**src/rtl/flash_arb_pkg.sv**
```systemverilog
// -----------------------------------------------------------------------------
// flash_arb_pkg
// Shared types and constants for the configuration-flash bus arbiter.
//   arb_state_e : ownership state of the flash pins
//   owner_e     : identity of a requester (used for round-robin tie-break)
//   DQ_IDLE_*   : pin values while nobody owns the flash (HOLD/WP driven high)
//   is_owned()  : true when a state hands the pins to a requester
// -----------------------------------------------------------------------------
package flash_arb_pkg;

    typedef enum logic [1:0] {
        IDLE     = 2'd0,
        OWN_SPI  = 2'd1,
        OWN_QSPI = 2'd2,
        GAP      = 2'd3
    } arb_state_e;

    typedef enum logic {
        OWN_SPI_ID  = 1'b0,
        OWN_QSPI_ID = 1'b1
    } owner_e;

    localparam logic [3:0] DQ_IDLE_OUT = 4'b1100;
    localparam logic [3:0] DQ_IDLE_OE  = 4'b1100;

    // Gap counter width: GAP_CYCLES is limited to 1..15
    localparam int GAP_CNT_W = 4;

    function automatic logic is_owned(input arb_state_e s);
        return (s == OWN_SPI) || (s == OWN_QSPI);
    endfunction

endpackage

```
**src/rtl/flash_arb_pin_mux.sv**
```systemverilog
// -----------------------------------------------------------------------------
// flash_arb_pin_mux
// Purely combinational mapping of the registered arbiter state plus the two
// requesters' pin signals onto the flash pin vectors. Only the owner's pins
// reach the flash; in IDLE/GAP CS_n is high, SCK low, HOLD/WP driven high.
// Ports:
//   state_i                      registered arbiter state (arb_state_e)
//   spi_csn_i/sck_i/mosi_i       1-bit SPI master pins
//   qspi_ncs_i/dclk_i/oe_i       QSPI controller control (oe_i active-low)
//   qspi_dataout_i/dataoe_i      QSPI per-lane data and lane enables
//   flash_csn_o/sck_o            flash CS_n and clock pin values
//   flash_dq_out_o/dq_oe_o       DQ[3:0] values and drive enables
// -----------------------------------------------------------------------------
module flash_arb_pin_mux
    import flash_arb_pkg::*;
(
    input  logic [1:0] state_i,
    input  logic       spi_csn_i,
    input  logic       spi_sck_i,
    input  logic       spi_mosi_i,
    input  logic       qspi_ncs_i,
    input  logic       qspi_dclk_i,
    input  logic       qspi_oe_i,
    input  logic [3:0] qspi_dataout_i,
    input  logic [3:0] qspi_dataoe_i,
    output logic       flash_csn_o,
    output logic       flash_sck_o,
    output logic [3:0] flash_dq_out_o,
    output logic [3:0] flash_dq_oe_o
);

    // Select the owner's pins; idle values otherwise
    always_comb begin
        flash_csn_o    = 1'b1;
        flash_sck_o    = 1'b0;
        flash_dq_out_o = DQ_IDLE_OUT;
        flash_dq_oe_o  = DQ_IDLE_OE;
        case (arb_state_e'(state_i))
            OWN_SPI: begin
                // Single-lane SPI: DQ0=MOSI driven, DQ1=MISO input, HOLD/WP high
                flash_csn_o    = spi_csn_i;
                flash_sck_o    = spi_sck_i;
                flash_dq_out_o = {2'b11, 1'b0, spi_mosi_i};
                flash_dq_oe_o  = 4'b1101;
            end
            OWN_QSPI: begin
                flash_csn_o = qspi_ncs_i;
                flash_sck_o = qspi_dclk_i & ~qspi_oe_i;
                if (qspi_oe_i) begin
                    // Controller outputs disabled: keep HOLD/WP driven high
                    flash_dq_out_o = {2'b11, qspi_dataout_i[1:0]};
                    flash_dq_oe_o  = 4'b1100;
                end else begin
                    flash_dq_out_o = qspi_dataout_i;
                    flash_dq_oe_o  = qspi_dataoe_i;
                end
            end
            default: begin
                flash_csn_o    = 1'b1;
                flash_sck_o    = 1'b0;
                flash_dq_out_o = DQ_IDLE_OUT;
                flash_dq_oe_o  = DQ_IDLE_OE;
            end
        endcase
    end

endmodule

```
**src/rtl/flash_bus_arbiter.sv**
```systemverilog
// -----------------------------------------------------------------------------
// flash_bus_arbiter
// Shares one quad-SPI configuration flash between the SAM's 1-bit SPI master
// (requester 0) and the soft-core's QSPI controller (requester 1). One owner
// at a time, round-robin on ties, and a CS_n-high gap of GAP_CYCLES between
// owners. A transfer is never cut: release needs REQ low and CS_n high.
// Optional feature macro: FLASH_ARB_TIMEOUT_EN (forced release after
// TIMEOUT_CYCLES owned cycles, oTIMEOUT pulse, evicted requester must drop
// REQ once before being granted again).
// Ports:
//   iCLK, iRESETn                       clock, async active-low reset
//   iSPI_*, oSPI_GNT, oSPI_MISO         SPI master side
//   iQSPI_*, oQSPI_GNT, oQSPI_DATAIN    QSPI controller side
//   oFLASH_*, iFLASH_DQ_IN              flash pin values / enables / readback
//   oTIMEOUT                            one-cycle pulse on forced release
// -----------------------------------------------------------------------------
module flash_bus_arbiter
    import flash_arb_pkg::*;
#(
    parameter int GAP_CYCLES     = 2,
    parameter int TIMEOUT_CYCLES = 65536,
    parameter int TO_W           = 17
) (
    input  logic       iCLK,
    input  logic       iRESETn,
    input  logic       iSPI_REQ,
    output logic       oSPI_GNT,
    input  logic       iSPI_CSn,
    input  logic       iSPI_SCK,
    input  logic       iSPI_MOSI,
    output logic       oSPI_MISO,
    input  logic       iQSPI_REQ,
    output logic       oQSPI_GNT,
    input  logic       iQSPI_NCS,
    input  logic       iQSPI_DCLK,
    input  logic       iQSPI_OE,
    input  logic [3:0] iQSPI_DATAOUT,
    input  logic [3:0] iQSPI_DATAOE,
    output logic [3:0] oQSPI_DATAIN,
    output logic       oFLASH_SCK,
    output logic       oFLASH_CSn,
    output logic [3:0] oFLASH_DQ_OUT,
    output logic [3:0] oFLASH_DQ_OE,
    input  logic [3:0] iFLASH_DQ_IN,
    output logic       oTIMEOUT
);

    arb_state_e             state_q, state_d;
    owner_e                 last_q, last_d;
    logic [GAP_CNT_W-1:0]   gap_cnt_q, gap_cnt_d;
    logic                   spi_gnt_q, qspi_gnt_q;
    logic                   spi_req_s, qspi_req_s;
    logic                   to_hit_s;

`ifdef FLASH_ARB_TIMEOUT_EN
    logic [TO_W-1:0]        to_cnt_q, to_cnt_d;
    logic                   timeout_q;
    logic                   spi_blk_q, spi_blk_d;
    logic                   qspi_blk_q, qspi_blk_d;

    // An evicted requester stays masked until its REQ has been seen low
    assign spi_req_s  = iSPI_REQ & ~spi_blk_q;
    assign qspi_req_s = iQSPI_REQ & ~qspi_blk_q;
    assign to_hit_s   = is_owned(state_q) && (to_cnt_q == TO_W'(TIMEOUT_CYCLES - 1));
    assign oTIMEOUT   = timeout_q;

    // Ownership-length counter and eviction masks
    always_comb begin
        to_cnt_d   = '0;
        spi_blk_d  = spi_blk_q;
        qspi_blk_d = qspi_blk_q;
        if (is_owned(state_q) && (state_d == state_q)) begin
            to_cnt_d = to_cnt_q + TO_W'(1);
        end else begin
            to_cnt_d = '0;
        end
        if (to_hit_s && (state_q == OWN_SPI)) begin
            spi_blk_d = 1'b1;
        end else if (!iSPI_REQ) begin
            spi_blk_d = 1'b0;
        end else begin
            spi_blk_d = spi_blk_q;
        end
        if (to_hit_s && (state_q == OWN_QSPI)) begin
            qspi_blk_d = 1'b1;
        end else if (!iQSPI_REQ) begin
            qspi_blk_d = 1'b0;
        end else begin
            qspi_blk_d = qspi_blk_q;
        end
    end

    // Timeout state registers
    always_ff @(posedge iCLK or negedge iRESETn) begin
        if (!iRESETn) begin
            to_cnt_q   <= '0;
            timeout_q  <= 1'b0;
            spi_blk_q  <= 1'b0;
            qspi_blk_q <= 1'b0;
        end else begin
            to_cnt_q   <= to_cnt_d;
            timeout_q  <= to_hit_s;
            spi_blk_q  <= spi_blk_d;
            qspi_blk_q <= qspi_blk_d;
        end
    end
`else
    logic [TO_W-1:0]        to_unused_s;

    assign to_unused_s = TO_W'(TIMEOUT_CYCLES - 1);
    assign spi_req_s   = iSPI_REQ;
    assign qspi_req_s  = iQSPI_REQ;
    assign to_hit_s    = 1'b0;
    assign oTIMEOUT    = 1'b0;
`endif

    // Arbitration FSM next state, gap counter and round-robin pointer
    always_comb begin
        state_d   = state_q;
        last_d    = last_q;
        gap_cnt_d = '0;
        case (state_q)
            IDLE: begin
                if (spi_req_s && qspi_req_s) begin
                    if (last_q == OWN_QSPI_ID) begin
                        state_d = OWN_SPI;
                        last_d  = OWN_SPI_ID;
                    end else begin
                        state_d = OWN_QSPI;
                        last_d  = OWN_QSPI_ID;
                    end
                end else if (spi_req_s) begin
                    state_d = OWN_SPI;
                    last_d  = OWN_SPI_ID;
                end else if (qspi_req_s) begin
                    state_d = OWN_QSPI;
                    last_d  = OWN_QSPI_ID;
                end else begin
                    state_d = IDLE;
                end
            end
            OWN_SPI: begin
                // last_q already names the evicted owner on a forced release
                if (to_hit_s || (!iSPI_REQ && iSPI_CSn)) begin
                    state_d = GAP;
                end else begin
                    state_d = OWN_SPI;
                end
            end
            OWN_QSPI: begin
                if (to_hit_s || (!iQSPI_REQ && iQSPI_NCS)) begin
                    state_d = GAP;
                end else begin
                    state_d = OWN_QSPI;
                end
            end
            GAP: begin
                if (gap_cnt_q == GAP_CNT_W'(GAP_CYCLES - 1)) begin
                    state_d = IDLE;
                end else begin
                    state_d   = GAP;
                    gap_cnt_d = gap_cnt_q + GAP_CNT_W'(1);
                end
            end
            default: begin
                state_d = IDLE;
            end
        endcase
    end

    // FSM state, pointer, gap counter and registered grants
    always_ff @(posedge iCLK or negedge iRESETn) begin
        if (!iRESETn) begin
            state_q    <= IDLE;
            last_q     <= OWN_QSPI_ID;
            gap_cnt_q  <= '0;
            spi_gnt_q  <= 1'b0;
            qspi_gnt_q <= 1'b0;
        end else begin
            state_q    <= state_d;
            last_q     <= last_d;
            gap_cnt_q  <= gap_cnt_d;
            spi_gnt_q  <= (state_d == OWN_SPI);
            qspi_gnt_q <= (state_d == OWN_QSPI);
        end
    end

    assign oSPI_GNT     = spi_gnt_q;
    assign oQSPI_GNT    = qspi_gnt_q;
    assign oSPI_MISO    = iFLASH_DQ_IN[1];
    assign oQSPI_DATAIN = iFLASH_DQ_IN;

    flash_arb_pin_mux u_pin_mux (
        .state_i        (state_q),
        .spi_csn_i      (iSPI_CSn),
        .spi_sck_i      (iSPI_SCK),
        .spi_mosi_i     (iSPI_MOSI),
        .qspi_ncs_i     (iQSPI_NCS),
        .qspi_dclk_i    (iQSPI_DCLK),
        .qspi_oe_i      (iQSPI_OE),
        .qspi_dataout_i (iQSPI_DATAOUT),
        .qspi_dataoe_i  (iQSPI_DATAOE),
        .flash_csn_o    (oFLASH_CSn),
        .flash_sck_o    (oFLASH_SCK),
        .flash_dq_out_o (oFLASH_DQ_OUT),
        .flash_dq_oe_o  (oFLASH_DQ_OE)
    );

endmodule

```
**config.mk**
```make
export PLATFORM = sky130hd
export DESIGN_NAME = flash_bus_arbiter
export DESIGN_NICKNAME = d
export VERILOG_FILES = /design/src/rtl/flash_arb_pkg.sv /design/src/rtl/flash_arb_pin_mux.sv /design/src/rtl/flash_bus_arbiter.sv
export SDC_FILE = /design/constraint.sdc
export NUM_CORES = 1
export LEC_CHECK = 0
export CAP_MARGIN = 20
export CORE_ASPECT_RATIO = 1.5
export CORE_MARGIN = 8
export CORE_UTILIZATION = 25
export DETAILED_ROUTE_END_ITERATION = 12
export HOLD_SLACK_MARGIN = 0.12
export RECOVER_POWER = 100
export SYNTH_ARGS = -nofsm -noshare
export SYNTH_HDL_FRONTEND = slang
export SYNTH_SLANG_ARGS = --single-unit
```
**constraint.sdc**
```tcl
create_clock -name iCLK -period 2.2 [get_ports iCLK]
set_clock_uncertainty 0.2 [all_clocks]
set_input_delay 0.44 -clock iCLK [delete_from_list [all_inputs] [get_ports iCLK]]
set_output_delay 0.44 -clock iCLK [all_outputs]
set_load 0.005 [all_outputs]
```
# Yosys cells after proc, flatten, opt, wreduce, memory -nomap -nowiden
# Cells that the tools add are included.
dict set report totals {
  register_bits 9
  in_bits 22
}
dict set report classes {
  n_addsub 1
  eq_ne 6
  n_mux 20
  n_bitwise 2
  reduce_logical 8
}
# cell count
set op_table {}
lappend op_table {{4-bit two-way mux} 4}
lappend op_table {{4-bit one-hot mux with 2 select lines} 2}
lappend op_table {{2-bit two-way mux} 6}
lappend op_table {{2-bit one-hot mux with 4 select lines} 1}
lappend op_table {{2-bit equality test (second input constant)} 3}
lappend op_table {{1-bit two-way mux} 5}
lappend op_table {{4-bit by 1-bit adder with 4-bit output (second input constant)} 1}
lappend op_table {{2-bit by 1-bit equality test with 1-bit output (second input constant)} 2}
lappend op_table {{4-bit by 1-bit equality test with 1-bit output (second input constant)} 1}
lappend op_table {{1-bit one-hot mux with 2 select lines} 2}
lappend op_table {{1-bit logical AND} 3}
lappend op_table {{3-bit nonzero test} 1}
lappend op_table {{1-bit zero test} 2}
lappend op_table {{2-bit zero test} 1}
lappend op_table {{2-bit AND reduction} 1}
lappend op_table {{1-bit AND} 1}
lappend op_table {{1-bit NOT} 1}

# Longest topological paths before layout
# Gate-level depths: netlist of run 1.
dict set report logic_depth {
  word_depth 5
  ltp_mapped 6
}

# Cells and area by module
# Synthesis of run 1 repeated with hierarchy kept, for this count alone.
dict set report unflattened {
  cells_unflattened 73
  hier_area_um2 650.6
}
# mod instances cells_per_inst area_each_um2 seq_area_each_um2
set by_module_without_submodules {}
lappend by_module_without_submodules {flash_bus_arbiter 1 47 484.2 226.5}
lappend by_module_without_submodules {flash_arb_pin_mux 1 26 166.4 0.0}

# Least setup slack after synthesis of run 1
# OpenSTA, ideal clock, no wires.
dict set report synth_path {
  path_kind {reg2out}
  startpoint {register state_q[0]}
  endpoint {output oFLASH_SCK}
  t_arrival_ps 1243
  t_required_ps 1560
  setup_slack_ps 317
  path_stages_with_launch 7
  path_buffers 1
  path_cell_list {dfrtp_1 > inv_1 > ha_1 > clkbuf_1 > nor2b_1 > a22oi_1 > nor2b_1}
}
dict set report synth_between {
  elab_chain_len 2
  elab_cells_between_ends 3
}
# item line
set synth_rtl {}
lappend synth_rtl {{start: declaration} flash_bus_arbiter.sv:48} ;# arb_state_e state_q, state_d;
lappend synth_rtl {{start signal: assignment} flash_bus_arbiter.sv:180} ;# state_q <= state_d;
lappend synth_rtl {{2-bit equality test / 2-bit by 1-bit equality test with 1-bit output (equally long branches)} flash_arb_pin_mux.sv:38} ;# case (arb_state_e'(state_i))
lappend synth_rtl {{1-bit one-hot mux with 2 select lines (*)} flash_arb_pin_mux.sv:38}
lappend synth_rtl {{end: declaration} flash_bus_arbiter.sv:40} ;# output logic oFLASH_SCK,
# Every way passes the cells marked *; elsewhere a longest branch is shown, timed or not.

# Final worst setup path of run 1
dict set report layout_path {
  startpoint {register state_q[1]}
  endpoint {output oFLASH_DQ_OUT[2]}
}
dict set report layout_between {
  elab_chain_len 2
  elab_cells_between_ends 3
}
# item line
set layout_rtl {}
lappend layout_rtl {{2-bit equality test / 2-bit by 1-bit equality test with 1-bit output (equally long branches)} flash_arb_pin_mux.sv:38}
lappend layout_rtl {{4-bit one-hot mux with 2 select lines (*)} flash_arb_pin_mux.sv:38}
lappend layout_rtl {{end: declaration} flash_bus_arbiter.sv:42} ;# output logic [3:0] oFLASH_DQ_OUT,
# Marks and branches as above.

==> metrics.md, run 1 <==
| Metric | Value |
|---|---|
| Yosys top cell area share | `29.8%` |
| Multiplexer area fraction after synthesis | `0%` |
| Number of synthesized flops with an enable pin | `0` |
| Clk sinks | `9` |
| Drt initial violations | `6` |
| Max stage delay on crit path | `around 0.4 ns` |
| Largest family of logic cells by synthesized area | `simple AND/OR/NAND/NOR gates` |
| Hold Buf Count CTS | `0` |
| Final wirelength | `1.70 mm` |
| Area of the mapped netlist | `approximately 670 um2` |
| CORE AREA | `0.00262 mm2` |
| Tcrit/Tclk final | `between 90% and 100%` |
| Clock power share | `14.3%` |
| MaxCap Viol Count | `0` |
| Startpoint Class | `register` |
| Layout area overhead | `55.5%` |
| Cts bufs inserted | `3` |
| Critical Path Source | `state_q[1]$_DFF_PN0_` |
| Ys async rst share | `100%` |
| Number of global-route vias before repair | `between 600 and 700` |
| Io pins | `40` |
| Tightest Hold Check Type | `reg2reg` |
| Die area | `0.00464 mm2` |
| Top FF cell, synth | `dfrtp_1` |
| Number of vias per cell | `roughly 4.4` |
| PD cells | `roughly 1300 mW/mm2` |
| Seq/Total Area, Yosys | `33.7%` |
| Cell Count, Final, Fillers Out | `141` |
| Net Switching | `0.502 mW` |
| Post-synth cell types | `29` |
| R2R Setup Slk | `0.22 ns` |
| Initial Util | `25.7%` |
| Final hold vios | `0` |
| Fin nets | `134` |
| Clock transition at path regs | `0.05 ns` |
| Initial antenna violation count | `0` |
| Synth Net Count | `roughly 100` |
| Placed Area | `0.00100 mm2` |
| CP top delay family | `buffers and inverters` |
| CP Data Arrival Time | `1.48 ns` |
| Latest clock arrival within the worst-skew pair | `0.23 ns` |
| Grt total ovfl | `0` |
| Element type at the critical path end | `primary output` |
| XOR/XNOR Fraction of Synth Area | `2.61%` |
| Post-synthesis compound-gate area fraction | `20.5%` |
| DIE WIDTH | `just under 60 um` |
| Peak VDD IR | `449 uV` |
| Worst Path Buf+Inv | `3` |
| Drt drc | `0` |
| Port Buffer Count | `29` |
| Run status | `completed` |
| Via count | `between 600 and 700` |
| Setup-failing EPs final | `0` |
| First-pass GRT wire length | `3.02 mm` |
| Num rows | `23` |
| Avg Synthesized Cell Area | `9.60 um2` |
| Synthesized-area fraction occupied by adder cells | `between 10% and 20%` |
| Layout cells sized above 1 | `24.0%` |
| Combinational Power Share | `between 60 and 70%` |
| GRT Total Usage | `8.52%` |
| GPL Wtd Cong | `around 0.7` |
| Simple-Gate Fraction of Synth Area | `between 20 and 25%` |
| Final ANT Viol Nets | `0` |
| TritonRoute pass-1 iters | `4` |
| Slowest CP cell | `dfrtp_1` |
| Flop pwr share | `20.1%` |
| Max Transition Viols Final | `0` |
| H-tree Lvls | `1` |
| Root buffer cell | `clkbuf_8` |
| Post-Layout Inst Area | `0.00104 mm2` |
| Fill cell count | `269` |
| Cells on worst reg2reg path | `6` |
| CP Cell Sequence | `buf_4 -> ha_2 -> buf_6 -> o21ai_0 -> nand2_1 -> dlygate4sd2_1` |
| FF+latch count, synth | `9` |
| Critical Path RT | `1.56 ns` |
| Yosys warns | `0` |
| Fin crit period | `approximately 2.1 ns` |
| Setup CP Type | `reg2out` |
| Longest Clk Path Bufs | `2` |
| Worst reg2reg startpoint | `state_q[1]$_DFF_PN0_` |
| Final Worst Setup Slack | `0.0810 ns` |
| Leak | `0.474 nW` |
| Top post-synthesis cells by area | `dfrtp_1 (30%), ha_1 (13%), buf_4 (6.7%)` |
| Stages on worst setup path | `6` |
| Pre-CTS WS | `-0.251 ns` |
| Synthesized netlist cell count | `70` |
| N_diodes | `0` |
| Min-Delay Path Depth | `1` |
| Maximum clock rate | `0.472 GHz` |
| Biggest area consumer among synthesized cells | `dfrtp_1` |
| Die span in y | `79.5 um` |
| Net Sw Frac | `around 37%` |
| Average wire per standard cell | `12.0 um` |
| Placed Cells incl. Taps | `around 140` |
| Min-delay src | `gap_cnt_q[0]$_DFF_PN0_` |
| Hpwl dp | `1.43 mm` |
| Crit Path Max Fanout | `9` |
| RSZ-0062 raised after global routing | `no` |
| Largest net degree at the start of global routing | `10` |
| CTS tree | `yes` |
| P_int | `around 0.84 mW` |
| Setup TNS | `0 ns` |
## through the flow
| step | power, mW | utilization, % | hold slack, ns |
|---|---|---|---|
| final | 1.34 | 39.9 | 0.293 |
| after floorplan | 0.742 | - | -0.0556 |
| after global placement | 1.21 | 38.4 | 0.287 |
| after CTS | 1.42 | 41.0 | 0.301 |
| after global routing | 1.47 | 39.9 | 0.363 |
| after detailed placement | 1.23 | 38.4 | 0.295 |
## per-layer routing
metal / part of all wire (%) / routed length [um] / global-route usage, %
met1: 36 / 607 / 7.81
met2: 50 / 845 / 13.3
met3: 11 / 184 / 4.84
met4: 3.4 / 57 / 7.14
met5: 0 / 0 / 0
## kinds of logic (layout without fill, tap and decap cells)
kind of cell / count (synthesis) / in the layout
xor+xnor: 2 / 2
simple gates: 25 / 25
flops: 9 / 9
other cells: 1 / 1
fa+ha+maj: 7 / 7
buf+inv: 10 / 44
compound gates: 16 / 16
## final cells by class
class                      instances  area (um2)  area share [%]
inverter                           3        11.3            1.08
clock buffer                       4        45.0            4.31
multi-input combinational         51         400            38.3
tap                               37        46.3            4.43
sequential                         9         226            21.7
timing repair buffer              37         315            30.2
## power by group through the flow
stage	Sequential [mW]	Combinational [mW]	Clock [mW]
5_1_grt	0.278	0.983	0.212
3_5_place_dp	0.272	0.957	0
4_1_cts	0.271	0.944	0.203
2_1_floorplan	0.264	0.478	0
6_report	0.269	0.881	0.192
3_3_place_gp	0.269	0.940	0
## path summary, 6_finish.rpt
| check | to |
|---|---|
| min reg2reg | gap_cnt_q[0]$_DFF_PN0_ |
| max reg2reg | oQSPI_GNT$_DFF_PN0_ |
| min in group asynchronous | gap_cnt_q[3]$_DFF_PN0_ |
| max | oFLASH_DQ_OUT[2] |
| min | gap_cnt_q[0]$_DFF_PN0_ |
| max in group asynchronous | last_q$_DFFE_PN1P_ |
## state kept, by name (all words and copies together) (netlist names)
| signal | cells |
|---|---|
| gap_cnt_q | 4 |
| state_q | 2 |
| oSPI_GNT | 1 |
| oQSPI_GNT | 1 |
| last_q | 1 |
## synthesized netlist by cell type (all sizes together) (2+ instances only)
cell type  count
a21oi          2
a22oi          3
and2           2
and3b          2
buf            6
dfrtp          8
ha             7
inv            3
nand2          7
nor2           4
nor2b          6
o21ai          4
## layout by cell type, fill, tap and decap left out, types with 2 or more instances in the layout
cell type and instances:
nor2_1 4, clkbuf_2 3, dlygate4sd2_1 6, ha_1 5
buf_4 6, nand2_1 7, inv_2 2, o21ai_0 4
dlygate4sd3_1 4, dfrtp_1 8, clkbuf_8 3, a21oi_1 2
and3b_1 2, nor2b_1 4, clkbuf_1 4, clkdlybuf4s50_1 14
a22oi_1 2
## what timing repair did
action / CTS / global route
buffers inserted: 1 / 1
resized for setup: 22 / 11
endpoints found under the setup margin: 10 / 9
gates cloned: 0 / 0
Note: power is estimated with default switching activity, not from simulation.
==> run 2, diff against run 1 <==
--- a/config.mk
+++ b/config.mk
@@ -6,11 +6,11 @@
 export NUM_CORES = 1
 export LEC_CHECK = 0
 export CAP_MARGIN = 20
-export CORE_ASPECT_RATIO = 1.5
 export CORE_MARGIN = 8
-export CORE_UTILIZATION = 25
+export CORE_UTILIZATION = 36
 export DETAILED_ROUTE_END_ITERATION = 12
 export HOLD_SLACK_MARGIN = 0.12
+export PLACE_DENSITY = 0.78
 export RECOVER_POWER = 100
 export SYNTH_ARGS = -nofsm -noshare
 export SYNTH_HDL_FRONTEND = slang
==> metrics.md, run 2 (synthesis results as in run 1) <==
| Metric | Value |
|---|---|
| Run status | `completed` |
| Die area | `0.00350 mm2 (-24%)` |
| Drt initial violations | `5 (-1)` |
| Most flops, register | `gap_cnt_q` |
| CORE AREA | `0.00175 mm2 (-33%)` |
| Fill cell count | `152 (-43%)` |
| Critical Path RT | `1.56 ns (about the same)` |
| Number of global-route vias before repair | `726 (+9.2%)` |
| GPL Wtd Cong | `0.713 (+1.9%)` |
| Longest Clk Path Bufs | `2 (unchanged)` |
| Layout Utilization | `62.5% (+23 points)` |
| Maximum clock rate | `0.467 GHz (-1.0%)` |
| Setup TNS | `0 ns (unchanged)` |
| Layout area overhead | `62.4%` |
| Tcrit/Tclk final | `97.3% (+0.97 points)` |
| Final hold vios | `0 (unchanged)` |
| Startpoint Class | `register` |
| Largest net degree at the start of global routing | `10 (unchanged)` |
| CP top delay family | `buffers and inverters` |
| Cts bufs inserted | `3 (unchanged)` |
| Drt drc | `0 (unchanged)` |
| Initial antenna violation count | `0 (unchanged)` |
| Fin crit period | `2.14 ns (+0.0214 ns)` |
| Final wirelength | `2.02 mm (+19%)` |
| N_diodes | `0 (unchanged)` |
| Top Registers | `gap_cnt_q x4, state_q x2` |
| Final ANT Viol Nets | `0 (unchanged)` |
| Grt total ovfl | `0 (unchanged)` |
| Clk sinks | `9 (unchanged)` |
| Max stage delay on crit path | `0.40 ns (about the same)` |
| Tightest Hold Check Type | `reg2reg` |
| Via count | `638 (+3.4%)` |
| PD cells | `1350 mW/mm2 (+4.8%)` |
| Hold Buf Count CTS | `0 (unchanged)` |
| Max Transition Viols Final | `0 (unchanged)` |
| Clock transition at path regs | `0.06 ns (about the same)` |
| H-tree Lvls | `1 (unchanged)` |
| Largest register FFs | `4 (unchanged)` |
| Peak VDD IR | `849 uV (+89%)` |
| Relative slew margins | `65.8%` |
| Setup CP Type | `reg2out` |
| Latest clock arrival within the worst-skew pair | `0.27 ns (+0.04 ns)` |
| Layout cells sized above 1 | `27.2% (+3.1 points)` |
| Most common cell after layout, fill and taps aside | `clkdlybuf4s50_1` |
| CTS tree | `yes` |
| Die span in y | `59.2 um (-26%)` |
| Crit Path Max Fanout | `9 (unchanged)` |
| Placed Cells incl. Taps | `121 (-10%)` |
| TritonRoute pass-1 iters | `3 (-1)` |
| First-pass GRT wire length | `3.14 mm (+3.9%)` |
| Root buffer cell | `clkbuf_4` |
| Number of vias per cell | `4.98 (+14%)` |
| Io pins | `40 (unchanged)` |
| Slowest CP cell | `dfrtp_1` |
| GRT Total Usage | `12.2% (+3.7 points)` |
| Port Buffer Count | `29 (unchanged)` |
| CP Cell Sequence | `inv_2 -> ha_4 -> buf_6 -> a22oi_2 -> nor2b_1 -> clkdlybuf4s15_1` |
| Cell Count, Final, Fillers Out | `128 (-9.2%)` |
| Worst Path Buf+Inv | `3 (unchanged)` |
| Tightest Pin Transition | `0.509 ns` |
| DIE WIDTH | `59.2 um (+1.5%)` |
| Num rows | `15 (-35%)` |
| Leak | `0.499 nW (+5.1%)` |
| Initial Util | `38.5% (+13 points)` |
| MaxCap Viol Count | `0 (unchanged)` |
| Commonest non-fill, non-tap cells in the layout | `clkdlybuf4s50_1 (16), nand2_1 (7), dfrtp_1 (7)` |
| Fin nets | `133 (-0.75%)` |
| Element type at the critical path end | `primary output` |
| Average wire per standard cell | `15.8 um (+31%)` |
| Setup-failing EPs final | `0 (unchanged)` |
| CP Data Arrival Time | `1.50 ns (+0.02 ns)` |
==> run 2: cell count changes in the layout (fill, tap and decap cells not counted), moves of 2 or more <==
cell | before | now
clkbuf_8 | 3 | 0
clkbuf_4 | 0 | 3
dlymetal6s2s_1 | 0 | 4
clkbuf_1 | 4 | 1
dlygate4sd3_1 | 4 | 2
clkdlybuf4s15_1 | 0 | 3
clkbuf_2 | 3 | 1
clkdlybuf4s50_1 | 14 | 16
ha_4 | 1 | 3
dlygate4sd2_1 | 6 | 2
==> run 2: path summary, 6_finish.rpt <==
kind | cells after the start | end | slack [ns] | startpoint
worst min-delay path | 1 | gap_cnt_q[0]$_DFF_PN0_ | 0.29 | gap_cnt_q[0]$_DFF_PN0_
worst min register to register | 1 | gap_cnt_q[0]$_DFF_PN0_ | 0.29 | gap_cnt_q[0]$_DFF_PN0_
max in group asynchronous | 1 | last_q$_DFFE_PN1P_ | 1.13 | iRESETn
worst max register to register | 5 | state_q[1]$_DFF_PN0_ | 0.25 | gap_cnt_q[1]$_DFF_PN0_
worst max-delay path | 6 | oFLASH_DQ_OUT[0] | 0.06 | state_q[0]$_DFF_PN0_
min in group asynchronous | 1 | gap_cnt_q[3]$_DFF_PN0_ | 0.34 | iRESETn
==> run 2: metal layers <==
metal | global-route usage [%] | wire length, um | vias up
met1 | 9.54 | 661 | 301
li1 | - | - | 299
met5 | 0 | 0 | -
met2 | 22.0 | 1090 | 33
met3 | 7.16 | 219 | 5
met4 | 8.19 | 48 | 0
==> run 2: timing repair <==
item                                    4_1_cts  5_1_grt
pin swaps                                     0        0
setup buffers                                 1        2
endpoints found under the setup margin       10        9
resized for setup                            21       14
==> run 2: power by group <==
group / internal [mW] / switching (mW) / leakage, nW
clock: 0.0701 / 0.0611 / 0.0150
sequential: 0.232 / 0.0552 / 0.114
combinational: 0.594 / 0.457 / 0.370
==> run 2: final cells by class <==
type | instances | area, um2 | share of cell area [%]
multi-input cells | 51 | 448 | 41.1
clock buffers | 4 | 26.3 | 2.41
well taps | 25 | 31.3 | 2.87
repair buffers | 36 | 344 | 31.5
inverters | 3 | 13.8 | 1.26
flip-flops and latches | 9 | 228 | 20.9
==> run 2: stage by stage <==
step / total power, mW / hold slack, ns / cell area, um2 / setup slack (ns)
after floorplan: 0.742 / -0.0556 / 672 / 0.317
after global placement: 1.18 / 0.284 / 975 / -0.184
after detailed placement: 1.21 / 0.290 / 975 / -0.323
after CTS: 1.43 / 0.284 / 1050 / -0.199
after global routing: 1.58 / 0.326 / 1090 / -0.0380
final: 1.47 / 0.291 / 1090 / 0.0596
